File: src/rtl/pinmux_pkg.sv
// Shared pinmux types for the pad attribute readback path: pad type encodings,
// readback FSM states and the stream beat layout.
package pinmux_pkg;

    typedef enum int {
        PadTypeA = 1,
        PadTypeB = 2
    } pad_type_e;

    typedef enum logic [2:0] {
        StIdle,
        StReq,
        StWait,
        StOut,
        StDone
    } readback_state_e;

    // Wide enough for the largest legal pad count (256); narrower tops slice it.
    localparam int unsigned MaxIdxW = 8;

    typedef struct packed {
        logic [MaxIdxW-1:0] idx;
        logic [31:0]        data;
        logic               err;
    } pad_attr_beat_t;

    function automatic int unsigned idx_width(input int unsigned n);
        return (n > 1) ? $clog2(n) : 1;
    endfunction

endpackage

File: src/rtl/pad_attr_readback_timer.sv
// Loadable, clearable down-counter; o_expired flags the terminal count (zero).
module pad_attr_readback_timer #(
    parameter int unsigned Width = 4
) (
    input  logic             i_clk,
    input  logic             i_rst,
    input  logic             i_clr,
    input  logic             i_load,
    input  logic [Width-1:0] i_load_val,
    input  logic             i_dec,
    output logic             o_expired
);

    logic [Width-1:0] r_cnt;

    always_ff @(posedge i_clk or posedge i_rst) begin
        if (i_rst) begin
            r_cnt <= '0;
        end else if (i_clr) begin
            r_cnt <= '0;
        end else if (i_load) begin
            r_cnt <= i_load_val;
        end else if (i_dec && (r_cnt != '0)) begin
            r_cnt <= r_cnt - Width'(1);
        end
    end

    assign o_expired = (r_cnt == '0);

endmodule

File: src/rtl/pad_attr_readback.sv
// Scans NumPads pad attribute cells over a req/ack port and streams each pad type out.
// Optional PAD_ATTR_READBACK_CHECK_EN adds a mismatch flag/counter against ExpectedPadType.
//   state  | meaning
//   IDLE   | waiting for start_i
//   REQ    | request raised for pad idx, timeout armed
//   WAIT   | waiting for ack or timeout
//   OUT    | beat presented, waiting for out_ready_i
//   DONE   | single-cycle done_o pulse
module pad_attr_readback
    import pinmux_pkg::*;
#(
    parameter int unsigned NumPads         = 8,
    parameter int unsigned TimeoutCycles   = 16,
    parameter int          ExpectedPadType = 0,
    parameter int unsigned IdxW            = idx_width(NumPads)
) (
    input  logic            clk_i,
    input  logic            rst_i,
    input  logic            start_i,
    output logic            busy_o,
    output logic            done_o,
    output logic            attr_req_o,
    output logic [IdxW-1:0] attr_idx_o,
    input  logic [31:0]     attr_rdata_i,
    input  logic            attr_ack_i,
    output logic            out_valid_o,
    input  logic            out_ready_i,
    output logic [IdxW-1:0] out_idx_o,
    output logic [31:0]     out_data_o,
    output logic            out_err_o
`ifdef PAD_ATTR_READBACK_CHECK_EN
    ,
    output logic            mismatch_o,
    output logic [IdxW:0]   mismatch_cnt_o
`endif
);

    localparam int unsigned TmrW = idx_width(TimeoutCycles);

    readback_state_e r_state;
    logic [IdxW-1:0] r_idx;
    logic            r_busy;
    logic            r_done;
    logic            r_req;
    logic            r_valid;
    pad_attr_beat_t  r_beat;

    logic w_start;
    logic w_last;
    logic w_handshake;
    logic w_tmr_load;
    logic w_tmr_dec;
    logic w_tmr_expired;
    logic w_unused_idx;

    assign w_start     = (r_state == StIdle) && start_i;
    assign w_last      = (r_idx == IdxW'(NumPads - 1));
    assign w_handshake = r_valid && out_ready_i;
    assign w_tmr_load  = (r_state == StReq);
    assign w_tmr_dec   = (r_state == StWait) && !attr_ack_i;

    // Loaded with TimeoutCycles-1 so the zero compare lands on the last allowed WAIT cycle.
    pad_attr_readback_timer #(
        .Width (TmrW)
    ) u_timer (
        .i_clk      (clk_i),
        .i_rst      (rst_i),
        .i_clr      (w_start),
        .i_load     (w_tmr_load),
        .i_load_val (TmrW'(TimeoutCycles - 1)),
        .i_dec      (w_tmr_dec),
        .o_expired  (w_tmr_expired)
    );

    always_ff @(posedge clk_i or posedge rst_i) begin
        if (rst_i) begin
            r_state <= StIdle;
            r_idx   <= '0;
            r_busy  <= 1'b0;
            r_done  <= 1'b0;
            r_req   <= 1'b0;
            r_valid <= 1'b0;
            r_beat  <= '0;
        end else begin
            r_done <= 1'b0;
            unique case (r_state)
                StIdle: begin
                    if (start_i) begin
                        r_idx   <= '0;
                        r_busy  <= 1'b1;
                        r_req   <= 1'b1;
                        r_state <= StReq;
                    end
                end
                StReq: begin
                    r_state <= StWait;
                end
                StWait: begin
                    // An ack on the expiry cycle still counts as a good read.
                    if (attr_ack_i) begin
                        r_beat  <= '{idx: MaxIdxW'(r_idx), data: attr_rdata_i, err: 1'b0};
                        r_req   <= 1'b0;
                        r_valid <= 1'b1;
                        r_state <= StOut;
                    end else if (w_tmr_expired) begin
                        r_beat  <= '{idx: MaxIdxW'(r_idx), data: 32'd0, err: 1'b1};
                        r_req   <= 1'b0;
                        r_valid <= 1'b1;
                        r_state <= StOut;
                    end
                end
                StOut: begin
                    if (out_ready_i) begin
                        r_valid <= 1'b0;
                        if (w_last) begin
                            r_done  <= 1'b1;
                            r_busy  <= 1'b0;
                            r_state <= StDone;
                        end else begin
                            r_idx   <= r_idx + IdxW'(1);
                            r_req   <= 1'b1;
                            r_state <= StReq;
                        end
                    end
                end
                StDone: begin
                    r_state <= StIdle;
                end
                default: begin
                    r_state <= StIdle;
                end
            endcase
        end
    end

    assign busy_o      = r_busy;
    assign done_o      = r_done;
    assign attr_req_o  = r_req;
    assign attr_idx_o  = r_idx;
    assign out_valid_o = r_valid;
    assign out_idx_o   = r_beat.idx[IdxW-1:0];
    assign out_data_o  = r_beat.data;
    assign out_err_o   = r_beat.err;
    assign w_unused_idx = ^r_beat.idx;

`ifdef PAD_ATTR_READBACK_CHECK_EN
    localparam logic [31:0] ExpData = ExpectedPadType;

    logic          r_mismatch;
    logic [IdxW:0] r_mismatch_cnt;

    always_ff @(posedge clk_i or posedge rst_i) begin
        if (rst_i) begin
            r_mismatch     <= 1'b0;
            r_mismatch_cnt <= '0;
        end else if (w_start) begin
            r_mismatch     <= 1'b0;
            r_mismatch_cnt <= '0;
        end else if (w_handshake && (r_beat.err || (r_beat.data != ExpData))) begin
            r_mismatch <= 1'b1;
            if (r_mismatch_cnt != '1) begin
                r_mismatch_cnt <= r_mismatch_cnt + (IdxW + 1)'(1);
            end
        end
    end

    assign mismatch_o     = r_mismatch;
    assign mismatch_cnt_o = r_mismatch_cnt;
`else
    logic [31:0] w_unused_exp;
    logic        w_unused_hs;
    assign w_unused_exp = ExpectedPadType;
    assign w_unused_hs  = w_handshake;
`endif

endmodule

File: config.mk
export PLATFORM = sky130hd
export DESIGN_NAME = pad_attr_readback
export DESIGN_NICKNAME = d
export VERILOG_FILES = /design/src/rtl/pinmux_pkg.sv /design/src/rtl/pad_attr_readback_timer.sv /design/src/rtl/pad_attr_readback.sv
export SDC_FILE = /design/constraint.sdc
export NUM_CORES = 1
export LEC_CHECK = 0
export BUFFER_PORTS_ARGS = -buffer_cell sky130_fd_sc_hd__clkbuf_2
export CORE_ASPECT_RATIO = 1.2
export CORE_MARGIN = 4
export CORE_UTILIZATION = 44
export CTS_CLUSTER_DIAMETER = 100
export DETAILED_ROUTE_END_ITERATION = 12
export PLACE_DENSITY_LB_ADDON = 0.2
export SLEW_MARGIN = 5
export SYNTH_ARGS = -nofsm -noshare
export SYNTH_HDL_FRONTEND = slang
export SYNTH_HIERARCHICAL = 1
export SYNTH_SLANG_ARGS = --single-unit
File: constraint.sdc
create_clock -name clk_i -period 2.3 [get_ports clk_i]
set_clock_uncertainty 0.2 [all_clocks]
set_input_delay 0.345 -clock clk_i [delete_from_list [all_inputs] [get_ports clk_i]]
set_output_delay 0.345 -clock clk_i [all_outputs]
set_load 0.005 [all_outputs]
Word-level counts from Yosys, hierarchy flattened

Index checks and enable logic that the tools add are counted.

Bits in registers: 50
Word-level logic and storage cells: 70

Add/subtract/negate cells: 2
Equal/unequal tests: 9
Multiplexer cells: 31
Reductions and logical operators: 18

Operators with widths:

| operator                                                            | number |
|---|---|
| 36-bit two-way mux                                                  | 2 |
| 3-bit two-way mux                                                   | 8 |
| 1-bit two-way mux                                                   | 13 |
| 4-bit two-way mux                                                   | 3 |
| 3-bit case mux with 4 select lines                                  | 1 |
| 2-bit != test (second input constant)                               | 4 |
| 4-bit AND reduction                                                 | 2 |
| 3-bit by 2-bit == test with 1-bit output (second input constant)    | 2 |
| 3-bit case mux with 2 select lines                                  | 1 |
| 3-bit AND reduction                                                 | 2 |
| 2-bit nonzero test                                                  | 3 |
| 3-bit nonzero test                                                  | 2 |
| 5-bit AND reduction                                                 | 1 |
| 4-bit logical NOT                                                   | 1 |
| 1-bit case mux with 2 select lines                                  | 2 |
| 4-bit nonzero test                                                  | 1 |
| 4-bit by 1-bit subtractor with 4-bit output (second input constant) | 1 |
| 3-bit by 1-bit adder with 3-bit output (second input constant)      | 1 |
| 3-bit by 1-bit == test with 1-bit output (second input constant)    | 1 |
| 3-bit == test (second input constant)                               | 1 |
| 1-bit logical AND                                                   | 3 |
| 3-bit logical NOT                                                   | 1 |
| 3-bit by 2-bit != test with 1-bit output (second input constant)    | 1 |
| 1-bit case mux with 3 select lines                                  | 1 |
| other kinds (2)                                                     | 2 |

Depth between registers and ports, before layout

Gate-level depths: netlist of the first run.

Depth after elaboration: 6
Mapped depth: 8
Mapped depth without buffers: 7

By module

The synthesis of the first run kept the hierarchy.

Modules (own cells, without submodules):

| module                  | times used | cells each | area an instance (um^2) |
|---|---|---|---|
| pad_attr_readback       | 1          | 134        | 1840.5 |
| pad_attr_readback_timer | 1          | 31         | 299.0 |

Worst setup path after synthesis of the first run

No wires, ideal clock.

Path type: register to register
Start point: register r_state[2]
End point: register u_timer.r_cnt[1]
Library setup time: 127 ps
Arrival: 1818 ps
Slack: 155 ps
Cell stages (with the launch flop): 5
Path buffers: 0
Path through: dfrtp_1 -> or2_1 -> nor3b_1 -> nor3_1 -> a311o_2

RTL lines:

| element                                                                  | line                          | source |
|---|---|---|
| start: declaration                                                       | pad_attr_readback.sv:40       | `readback_state_e r_state;` |
| start signal: assignment                                                 | pad_attr_readback.sv:77       | `r_state <= StIdle;` |
| start signal: assignment                                                 | pad_attr_readback.sv:92       | `r_state <= StReq;` |
| start signal: assignment                                                 | pad_attr_readback.sv:96       | `r_state <= StWait;` |
| 3-bit logical NOT *                                                      | pad_attr_readback.sv:56       | `assign w_start = (r_state == StIdle) && start_i;` |
| 1-bit logical AND *                                                      | pad_attr_readback.sv:56       |  |
| named net w_start                                                        | pad_attr_readback.sv:48       | `logic w_start;` |
| 3-bit nonzero test (no line) / 4-bit two-way mux (equally long branches) | n/a                           |  |
| end signal: assignment                                                   | pad_attr_readback_timer.sv:22 | `r_cnt <= i_load_val;` |
| end signal: assignment                                                   | pad_attr_readback_timer.sv:24 | `r_cnt <= r_cnt - Width'(1);` |
| end: declaration                                                         | pad_attr_readback_timer.sv:14 | `logic [Width-1:0] r_cnt;` |

The timed path passes the listed nets; every way through them passes the cells marked *.
A chain may end at the register's enable or synchronous reset.

Final worst setup path of the first run

Start point: register u_timer.r_cnt[0]
End point: register r_beat, in the netlist out_data_o[7]

Cells in the longest elaborated chain, start to end: 3

Ends and longest elaborated chain:

| element                       | line                          | source |
|---|---|---|
| 4-bit logical NOT             | pad_attr_readback_timer.sv:28 | `assign o_expired = (r_cnt == '0);` |
| named net w_tmr_expired       | pad_attr_readback.sv:53       | `logic w_tmr_expired;` |
| 2-bit nonzero test (no line)  | n/a                           |  |
| 2-bit AND reduction (no line) | n/a                           |  |
| end signal: assignment        | pad_attr_readback.sv:101      | `r_beat <= '{idx: MaxIdxW'(r_idx), data: attr_rdata_i, err: 1'b0};` |
| end signal: assignment        | pad_attr_readback.sv:106      | `r_beat <= '{idx: MaxIdxW'(r_idx), data: 32'd0, err: 1'b1};` |
| end: declaration              | pad_attr_readback.sv:46       | `pad_attr_beat_t r_beat;` |

The timed path passes the listed nets, and every way through them passes these cells.

==> summary.md, run 1 <==
The run gives 0.002140 mm^2 as the mapped cell area. The pre-antenna-repair detailed-routing pass consisted of 4 iterations. The largest voltage drop on the vdd net is 663.3 uV, and the number of non-filler instances in the completed layout is 314. Counting the buffers created by CTS gives 5. Entering global routing, the biggest net connects 34 pins.

The run gives 2.30 ns as the worst path required time. The async set or reset register ratio after synthesis works out to 100.0%. Placeable core area: 0.004662 mm^2. The netlist uses 39 different library cells.

The startpoint identified for the worst hold timing path is attr_rdata_i[8]. The commonest cells after synthesis are 50 x sky130_fd_sc_hd__dfrtp_1, 32 x sky130_fd_sc_hd__a22o_1, 13 x sky130_fd_sc_hd__inv_1. For this design, the slowest cell found on the critical path is sky130_fd_sc_hd__or3b_4. Clock-pin slew was measured on the worst setup and hold paths at 0.09 ns.

In this design, the critical path's most frequently occurring cell is sky130_fd_sc_hd__inv_1. The most critical setup path has its endpoint at out_data_o[7]$_DFFE_PP0P_. For the largest buffer count on any clock path, the log shows 2. After detailed routing, the number of remaining DRC violations is 0. Setup repair after global routing left no endpoint under its margin.

Summed over all failing endpoints, the final setup total negative slack is 0 ns. Synthesis produced 165 cells. Setup violations remaining at the end of the flow were counted as 0.

Sorting the synthesized cells by area gives the leading types as sky130_fd_sc_hd__dfrtp_1 58%, sky130_fd_sc_hd__a22o_1 13%, sky130_fd_sc_hd__buf_6 3.7%. For the number of antenna violations at the first check in global routing, the log shows 0. The worst register-to-register path begins at u_timer/r_cnt[0]$_DFFE_PP0P_. Global routing used 16.40% of the available tracks. On the final layout, the worst hold slack is 0.05116 ns. The count of buffers added on input and output ports is 79. The number of rows created at floorplan came out at 27. The count of maximum capacitance violations is 0, and the post-place instance area is 0.002608 mm^2. The share of post-route cells with drive strength above 1 came out at 40.23%. The number of antenna repair diodes is 0. The half-perimeter wire length of the detailed placement result was 3.481 mm. For the count of H-tree levels built during CTS, the log shows 2.

The via count of the first global-routing pass was 1627; the top-level I/O count was 80. STA classifies the critical path startpoint as a register. In the final layout, the multi-input gates occupy 783.3 um^2. The signal on the critical path passes through inv_1 > ha_1 > or3b_4 > inv_1 > o211ai_4 > buf_4 > a22o_1. Across all layers, the routed design uses 1586 vias. Compared with the post-synthesis result, the final layout area differs by 27.49%.

In this run the worst setup path begins at u_timer/r_cnt[0]$_DFFE_PP0P_. Kind of critical path: reg -> reg. After detailed routing, the total wire length is 4.662 mm. Portion of the post-synthesis area used by sequential elements: 58.48%. In this design, the stage delay of the slowest critical-path cell is 0.43 ns. Leading cell type by number of instances after synthesis: sky130_fd_sc_hd__dfrtp_1. The maximum fanout along the worst path is 12.

Once layout is done, the placed cells without fillers occupy 0.002728 mm^2. The post-route fraction of the period consumed by the critical path was 94.89%. For the number of hold violations in the final report, the log shows 0. The flip-flop cell with the highest count after synthesis was sky130_fd_sc_hd__dfrtp_1.

The clock net in this run drives a total of 50 sinks. The worst register-to-register path ends at out_data_o[7]$_DFFE_PP0P_. A synthesized cell averages 12.97 um^2. The worst register-to-register path has a setup slack of 0.12 ns. The depth of the most critical reg-to-reg path works out to 7. The total global routing overflow is 0.

The total number of yosys warnings is 6, and the shortest clock period the worst path allows after layout is 2.182 ns. The share of synthesized area in the top cell type comes to 58.48%. After detailed routing, the number of vias per cell comes to 5.051.

The net count of the finished layout is 297. The area of the die is 0.006047 mm^2. Including well taps, the total number of placed cells is 305.

The horizontal die dimension is 71.66 um, and the initial cell density of the core is 45.89%. The die extent in y was 84.39 um. The min-delay analysis places its worst path in the category in -> reg.

Static timing analysis puts the maximum clock frequency at 458.2 MHz. First-pass GRT wire length: 7.817 mm. Clock root buffer: sky130_fd_sc_hd__clkbuf_8. The run gives 395 as the fill cell total of the finished layout. At the end of the flow the core is filled with cells to 58.51%. The synthesized design contains 50 register bits.

The tools report the global placement routability congestion as 0.9047. The sequential cells in the finished layout cover a total of 0.001251 mm^2. Clock latency on the worst-skew pair, taken at its later pin, is 0.30 ns. STA puts the critical path data arrival time at 2.18 ns. STA classifies the critical path endpoint as a register. The top cell type by total area after synthesis is sky130_fd_sc_hd__dfrtp_1. Summed over all cells, the static leakage comes to 1.428 nW. Yosys mapped a number of flops with a built-in enable equal to 0.

The total power divided by cell area works out to 1312 mW/mm^2. The DRC violation total after the first TritonRoute iteration was 85; the number of nets with antenna violations after routing was 0. In the final routed layout, each cell accounts on average for 14.85 um.

For the number of pins exceeding their max-slew limit in the final report, the log shows 0. TritonCTS built the clock tree. The run finished with clean final reports.

The post-CTS setup buffer count is 0.
-- worst min-delay path by stage --
stage | to | cells past startpoint | slack (ns)
2_1_floorplan | u_timer/r_cnt[0]$_DFFE_PP0P_ | 1 | -0.09
3_3_place_gp | u_timer/r_cnt[2]$_DFFE_PP0P_ | 2 | 0.05
3_5_place_dp | u_timer/r_cnt[2]$_DFFE_PP0P_ | 2 | 0.05
4_1_cts | out_data_o[14]$_DFFE_PP0P_ | 2 | 0.04
5_1_grt | out_data_o[14]$_DFFE_PP0P_ | 2 | 0.03
6_report | out_data_o[8]$_DFFE_PP0P_ | 2 | 0.05
-- cell usage in the layout, fill, tap and decap left out, types with 2 or more instances in the layout --
cell                       instances
sky130_fd_sc_hd__a22o_1           32
sky130_fd_sc_hd__nand2_1           7
sky130_fd_sc_hd__a21oi_1           5
sky130_fd_sc_hd__ha_1              5
sky130_fd_sc_hd__inv_1            12
sky130_fd_sc_hd__o21ai_1           2
sky130_fd_sc_hd__a32oi_1           2
sky130_fd_sc_hd__nor2_1            6
sky130_fd_sc_hd__buf_4             8
sky130_fd_sc_hd__nor2b_1           2
sky130_fd_sc_hd__conb_1            4
sky130_fd_sc_hd__nor3b_1           3
sky130_fd_sc_hd__mux2_1            3
sky130_fd_sc_hd__dfrtp_1          50
sky130_fd_sc_hd__nand4b_1          2
sky130_fd_sc_hd__clkbuf_8          6
sky130_fd_sc_hd__clkbuf_2         79
sky130_fd_sc_hd__a21o_1            2
-- cells by family (layout without fill, tap and decap cells) --
| logic type | count (synthesis) | after routing | share of synthesized area [%] |
|---|---|---|---|
| compound gates | 52 | 52 | 21.29 |
| flops | 50 | 50 | 58.48 |
| simple gates | 31 | 31 | 8.714 |
| buf+inv | 22 | 110 | 6.374 |
| fa+ha+maj | 5 | 5 | 2.924 |
| mux | 4 | 4 | 2.047 |
| other cells | 1 | 4 | 0.1753 |
-- per-layer routing --
layer | part of all wire, % | GRT usage (%) | vias to the layer above | wire length [um]
met2 | 51 | 26.42 | 50 | 2369
met3 | 5.6 | 4.311 | 12 | 261
li1 | - | - | 780 | -
met1 | 41 | 20.47 | 744 | 1902
met4 | 2.7 | 7.521 | 0 | 128
met5 | 0 | 0 | - | 0
-- worst max-delay path: cells and delay by family (launching register included) --
family / cells / cell delay [ns]
compound gates: 2 / 0.36
simple gates: 1 / 0.43
flops: 1 / 0.39
fa+ha+maj: 1 / 0.20
buf+inv: 3 / 0.49
-- power breakdown --
group	leakage [nW]	total, mW	switching, mW	internal, mW
sequential	0.622	1.55	0.284	1.27
clock	0.0489	0.526	0.278	0.249
combinational	0.757	1.50	0.700	0.801
-- registers in the layout (all words and copies together), names as in the netlist --
signal and count:
out_data_o 32, u_timer/r_cnt 4, attr_idx_o 3, out_idx_o 3
r_state 3, attr_req_o 1, busy_o 1, done_o 1
out_err_o 1, out_valid_o 1
-- area by class of cell --
type | instances | share of cell area, %
inverter | 13 | 1.789
clock inverter | 1 | 0.3211
clock buffer | 7 | 3.165
tap | 58 | 2.661
sequential | 50 | 45.87
timing repair buffer | 89 | 17.48
multi-input combinational | 96 | 28.72
-- timing repair --
| item | CTS | global route |
|---|---|---|
| gates resized for setup | 0 | 2 |
| setup endpoints to repair | 0 | 7 |
| hold buffers | 1 | 0 |
| hold endpoints to repair | 26 | 0 |
-- per-stage QoR --
| stage | power, mW | worst slack [ns] |
|---|---|---|
| finish | 3.579 | 0.1175 |
| global route | 3.854 | 0.03843 |
| CTS | 3.601 | 0.08028 |
| detailed placement | 3.061 | 0.1049 |
| global placement | 3.018 | 0.1735 |
| floorplan | 2.484 | 0.1550 |
No activity file was read; power rests on OpenSTA's default activity.
==> run 2: changes to the inputs <==
Settings changed: CORE_UTILIZATION 44 to 43, HOLD_SLACK_MARGIN set to 0.08, SKIP_LAST_GASP set to 1, SYNTH_HIERARCHICAL 1 to unset.
==> run 2 against run 1 <==
Against the previous run: flip-flop and latch count is the same; combinational power shrank 11%; hold slack gained 0.026 ns; clock power grew 40%; register-to-register slack gained 0.18 ns; global-route usage shrank 0.13 points; setup slack gained 0.18 ns; first-iteration DRC count shrank 13%; non-clock buffer count grew 11; synthesized cell count shrank 5.5%; wire length grew 2.0%; critical endpoint is now u_timer.r_cnt[2]$_DFFE_PP0P_.
==> summary.md, run 2 <==
The flow ran to the end, and the final reports show no timing, DRC or antenna violations. The detailed-route via count was 1640 (+3.4%). The shortest clock period the worst path allows after layout is 2.005 ns (-0.1772 ns), and the leakage power is 1.454 nW (+1.8%). The routed length per placed instance was 15.24 um (+2.7%); the sum of met2 wire segment lengths after detailed routing was 2.319 mm (-2.1%). The library cells used most frequently in the layout, excluding fill and tap cells, are 79 x sky130_fd_sc_hd__clkbuf_2, 50 x sky130_fd_sc_hd__dfrtp_1, 34 x sky130_fd_sc_hd__a22o_1.

The final standard cell utilization of the core was 60.88% (+2.4 points); the number of enable flip-flop cells after synthesis was 0 (unchanged). The half-perimeter wire length of the detailed placement result is 3.329 mm (-4.4%), and the number of pins exceeding their max-slew limit in the final report is 0 (unchanged). Yosys attributes the largest share of cell area to sky130_fd_sc_hd__dfrtp_1 62%, sky130_fd_sc_hd__a22o_1 15%, sky130_fd_sc_hd__mux2_2 2.2%. The number of nets in the layout was 293 (-1.3%); the total power divided by cell area was 1311 mW/mm^2 (-0.11%). The run gives 0 (unchanged) as the number of nets with antenna violations after routing. TritonCTS built the clock tree.

The final hold slack is 0.07710 ns (+0.02595 ns), and the top-level I/O count is 80 (unchanged). The count of unresolved DRC violations after routing was 0 (unchanged); the number of buffers inserted during clock tree synthesis was 5 (unchanged). The area fraction in compound gates after synthesis works out to 20.85% (-0.44 points).

The total power after layout came out at 3.639 mW (+1.7%). The area of the die came out at 0.005839 mm^2 (-3.4%). The total nets after synthesis was 196; the actual slew at the worst max-slew pin was 0.6269 ns. The run gives 0 ns (unchanged) as the sum of negative setup slack. The via count of the first global-routing pass was 1608 (-1.2%); the number of unique standard cell types used by synthesis was 34 (-13%).

The tools report the worst path arrival time as 1.99 ns (-0.19 ns). Number of cells produced by synthesis: 156 (-5.5%). Clock tree synthesis selected as its root buffer the cell sky130_fd_sc_hd__clkbuf_8.

The largest buffer count on any clock path was 2 (unchanged). STA classifies the critical path startpoint as a register. The share of the synthesized netlist area taken by xor and xnor gates works out to 0% (unchanged). The tools report the count of maximum capacitance violations as 0 (unchanged).

Number of antenna violations at the first check in global routing: 0 (unchanged). The mean instance size in the synthesized netlist was 12.89 um^2 (-0.60%). The routed length on met1 was 1.991 mm (+4.7%); the per-cell via count in the routed design was 5.256 (+4.1%). For the quantity of gates resized following cts, the log shows 0 (unchanged). The most common cell after layout, fill and taps aside is sky130_fd_sc_hd__clkbuf_2.

Maximum number of pins on one net before global-route repair: 34 (unchanged). The number of detailed-routing iterations run before antenna repair was 4 (unchanged). The worst setup path is captured at a register. The async set or reset register ratio after synthesis is 100.0% (unchanged). sky130_fd_sc_hd__dfrtp_1 is the most common cell in the netlist.

Total number of clock tree sinks: 50 (unchanged). Uppermost layer routed: met4. The post-synthesis simple-gate area fraction is 7.965% (-0.75 points). The die extent in y is 82.91 um (-1.7%), and the number of port buffers is 79 (unchanged). For the first-pass GRT wire length, the log shows 7.728 mm (-1.1%). The total met3 wirelength after detailed routing was 364 um (+39%).

The worst pin sits at a relative slew slack of 58.20%. Combinational family with the most area after synthesis: compound AO/OA/AOI/OAI gates. The post-route fraction of the period consumed by the critical path came out at 87.18% (-7.7 points).

The clock slew at the register clock pins of the worst setup and hold paths was 0.09 ns (about the same). Portion of the post-synthesis area used by sequential elements: 62.23% (+3.7 points). Horizontal die dimension: 70.43 um (-1.7%). The top cell type by total area after synthesis is sky130_fd_sc_hd__dfrtp_1.

The global placement routability congestion was 0.7635 (-16%). The maximum fanout along the worst path came out at 9 (-3). The logs give 16.27% (-0.13 points) for the global routing usage summed across all routing layers and 0.002011 mm^2 (-6.0%) for the mapped cell area.

The highest clock frequency the design can meet was 498.7 MHz (+8.8%). The post-synthesis sequential element count was 50 (unchanged); the DRC violation total after the first TritonRoute iteration was 74 (-13%). Setup repair after global routing left no endpoint under its margin. The largest voltage drop on the vdd net came out at 701.3 uV (+5.7%). The share of post-route cells with drive strength above 1 is 39.37% (-0.86 points), and the initial cell density of the core is 44.09% (-1.8 points).

The routed wire length was 4.756 mm (+2.0%); the placeable core area was 0.004561 mm^2 (-2.2%). The post-synthesis mux area share is 2.240% (+0.19 points). Kind of critical path: reg -> reg. The commonest cells after synthesis are 50 x sky130_fd_sc_hd__dfrtp_1, 34 x sky130_fd_sc_hd__a22o_1, 10 x sky130_fd_sc_hd__inv_1. The adder and majority gate portion of the synthesized area was 1.867% (-1.1 points); the total global routing overflow was 0 (unchanged). The total number of yosys warnings came out at 0 (-6). The fraction of synthesized cell area taken by the top area cell type is 62.23% (+3.7 points). The most used flip-flop cell after synthesis is sky130_fd_sc_hd__dfrtp_1.

The worst path required time was 2.29 ns (about the same); the final count of negative-setup-slack endpoints was 0 (unchanged). The clock latency at the later pin of the worst-skew pair is 0.29 ns (about the same). The worst hold path belongs to the class in -> reg. The logs give 0 (unchanged) for the number of hold violations in the final report and 2 (unchanged) for the count of H-tree levels built during CTS.

The tools report the number of rows created at floorplan as 27 (unchanged). Layout overhead on the synthesized area: 38.08%. Number of antenna repair diodes: 0 (unchanged).

The number of flip-flops in the largest register came out at 32 (unchanged).
==> run 2: changes by cell type in the layout (fill, tap and decap cells not counted), sizes merged, moves of 3 or more <==
cell | previous run | this run
dlygate4sd3 | 1 | 18
buf | 9 | 3
nand3 | 1 | 6
conb | 4 | 0
inv | 14 | 10
a21oi | 5 | 2
nor2 | 7 | 4
nor3 | 1 | 4
==> run 2: final timing paths <==
| kind | startpoint | to | slack [ns] | depth (start not counted) |
|---|---|---|---|---|
| hold / removal | attr_rdata_i[12] | out_data_o[12]$_DFFE_PP0P_ | 0.08 | 2 |
| min in group asynchronous | rst_i | attr_idx_o[2]$_DFFE_PP0P_ | 0.41 | 3 |
| hold reg to reg | out_data_o[22]$_DFFE_PP0P_ | out_data_o[22]$_DFFE_PP0P_ | 0.30 | 1 |
| setup / recovery | u_timer.r_cnt[0]$_DFFE_PP0P_ | u_timer.r_cnt[2]$_DFFE_PP0P_ | 0.29 | 6 |
| setup reg to reg | u_timer.r_cnt[0]$_DFFE_PP0P_ | u_timer.r_cnt[2]$_DFFE_PP0P_ | 0.29 | 6 |
| max in group asynchronous | rst_i | out_data_o[3]$_DFFE_PP0P_ | 0.99 | 4 |
==> run 2: what timing repair did <==
item	in CTS	in global routing
hold endpoints to repair	36	2
hold buffers	16	2
buffers inserted	0	0
==> run 2: stage by stage <==
step / area (um^2) / setup WS, ns / instances
floorplan: 2011 / 0.4402 / 156
global placement: 2454 / 0.3805 / 286
detailed placement: 2454 / 0.3192 / 286
CTS: 2756 / 0.2931 / 310
global route: 2776 / 0.1922 / 312
finish: 2776 / 0.2948 / 312
==> run 2: layout make-up <==
class                           instances  area, um^2
Fill cell                             380        1784
Clock buffer                            6       82.58
Tap cell                               58       72.57
Clock inverter                          2       60.06
Sequential cell                        50        1251
Multi-Input combinational cell         86       661.9
Timing Repair Buffer                  100       610.6
Inverter                               10       37.54
==> run 2: layer usage <==
| layer | up-vias | GRT usage [%] |
|---|---|---|
| li1 | 775 | - |
| met1 | 781 | 21.40 |
| met2 | 74 | 26.32 |
| met3 | 10 | 3.995 |
| met4 | 0 | 5.226 |
| met5 | - | 0 |
==> run 2: cells by family after synthesis <==
logic type / Yosys count
muxes: 4
DFF: 50
and+or+nand+nor: 28
AOI/OAI and AO/OA: 51
adders and majority gates: 3
buffers and inverters: 20
==> run 2: critical path: stages, from the launching register on <==
cell and delay [ns]:
sky130_fd_sc_hd__dfrtp_1 0.41, sky130_fd_sc_hd__inv_1 0.06, sky130_fd_sc_hd__ha_1 0.22, sky130_fd_sc_hd__nor3b_1 0.17
sky130_fd_sc_hd__or3b_1 0.50, sky130_fd_sc_hd__o31a_1 0.28, sky130_fd_sc_hd__o311ai_1 0.07
==> run 2: where the power goes <==
part	internal, mW	leakage [nW]	switching (mW)	total, mW
sequential	1.27	0.618	0.286	1.56
clock	0.463	0.0714	0.271	0.734
combinational	0.720	0.765	0.625	1.34
total	2.46	1.45	1.18	3.64
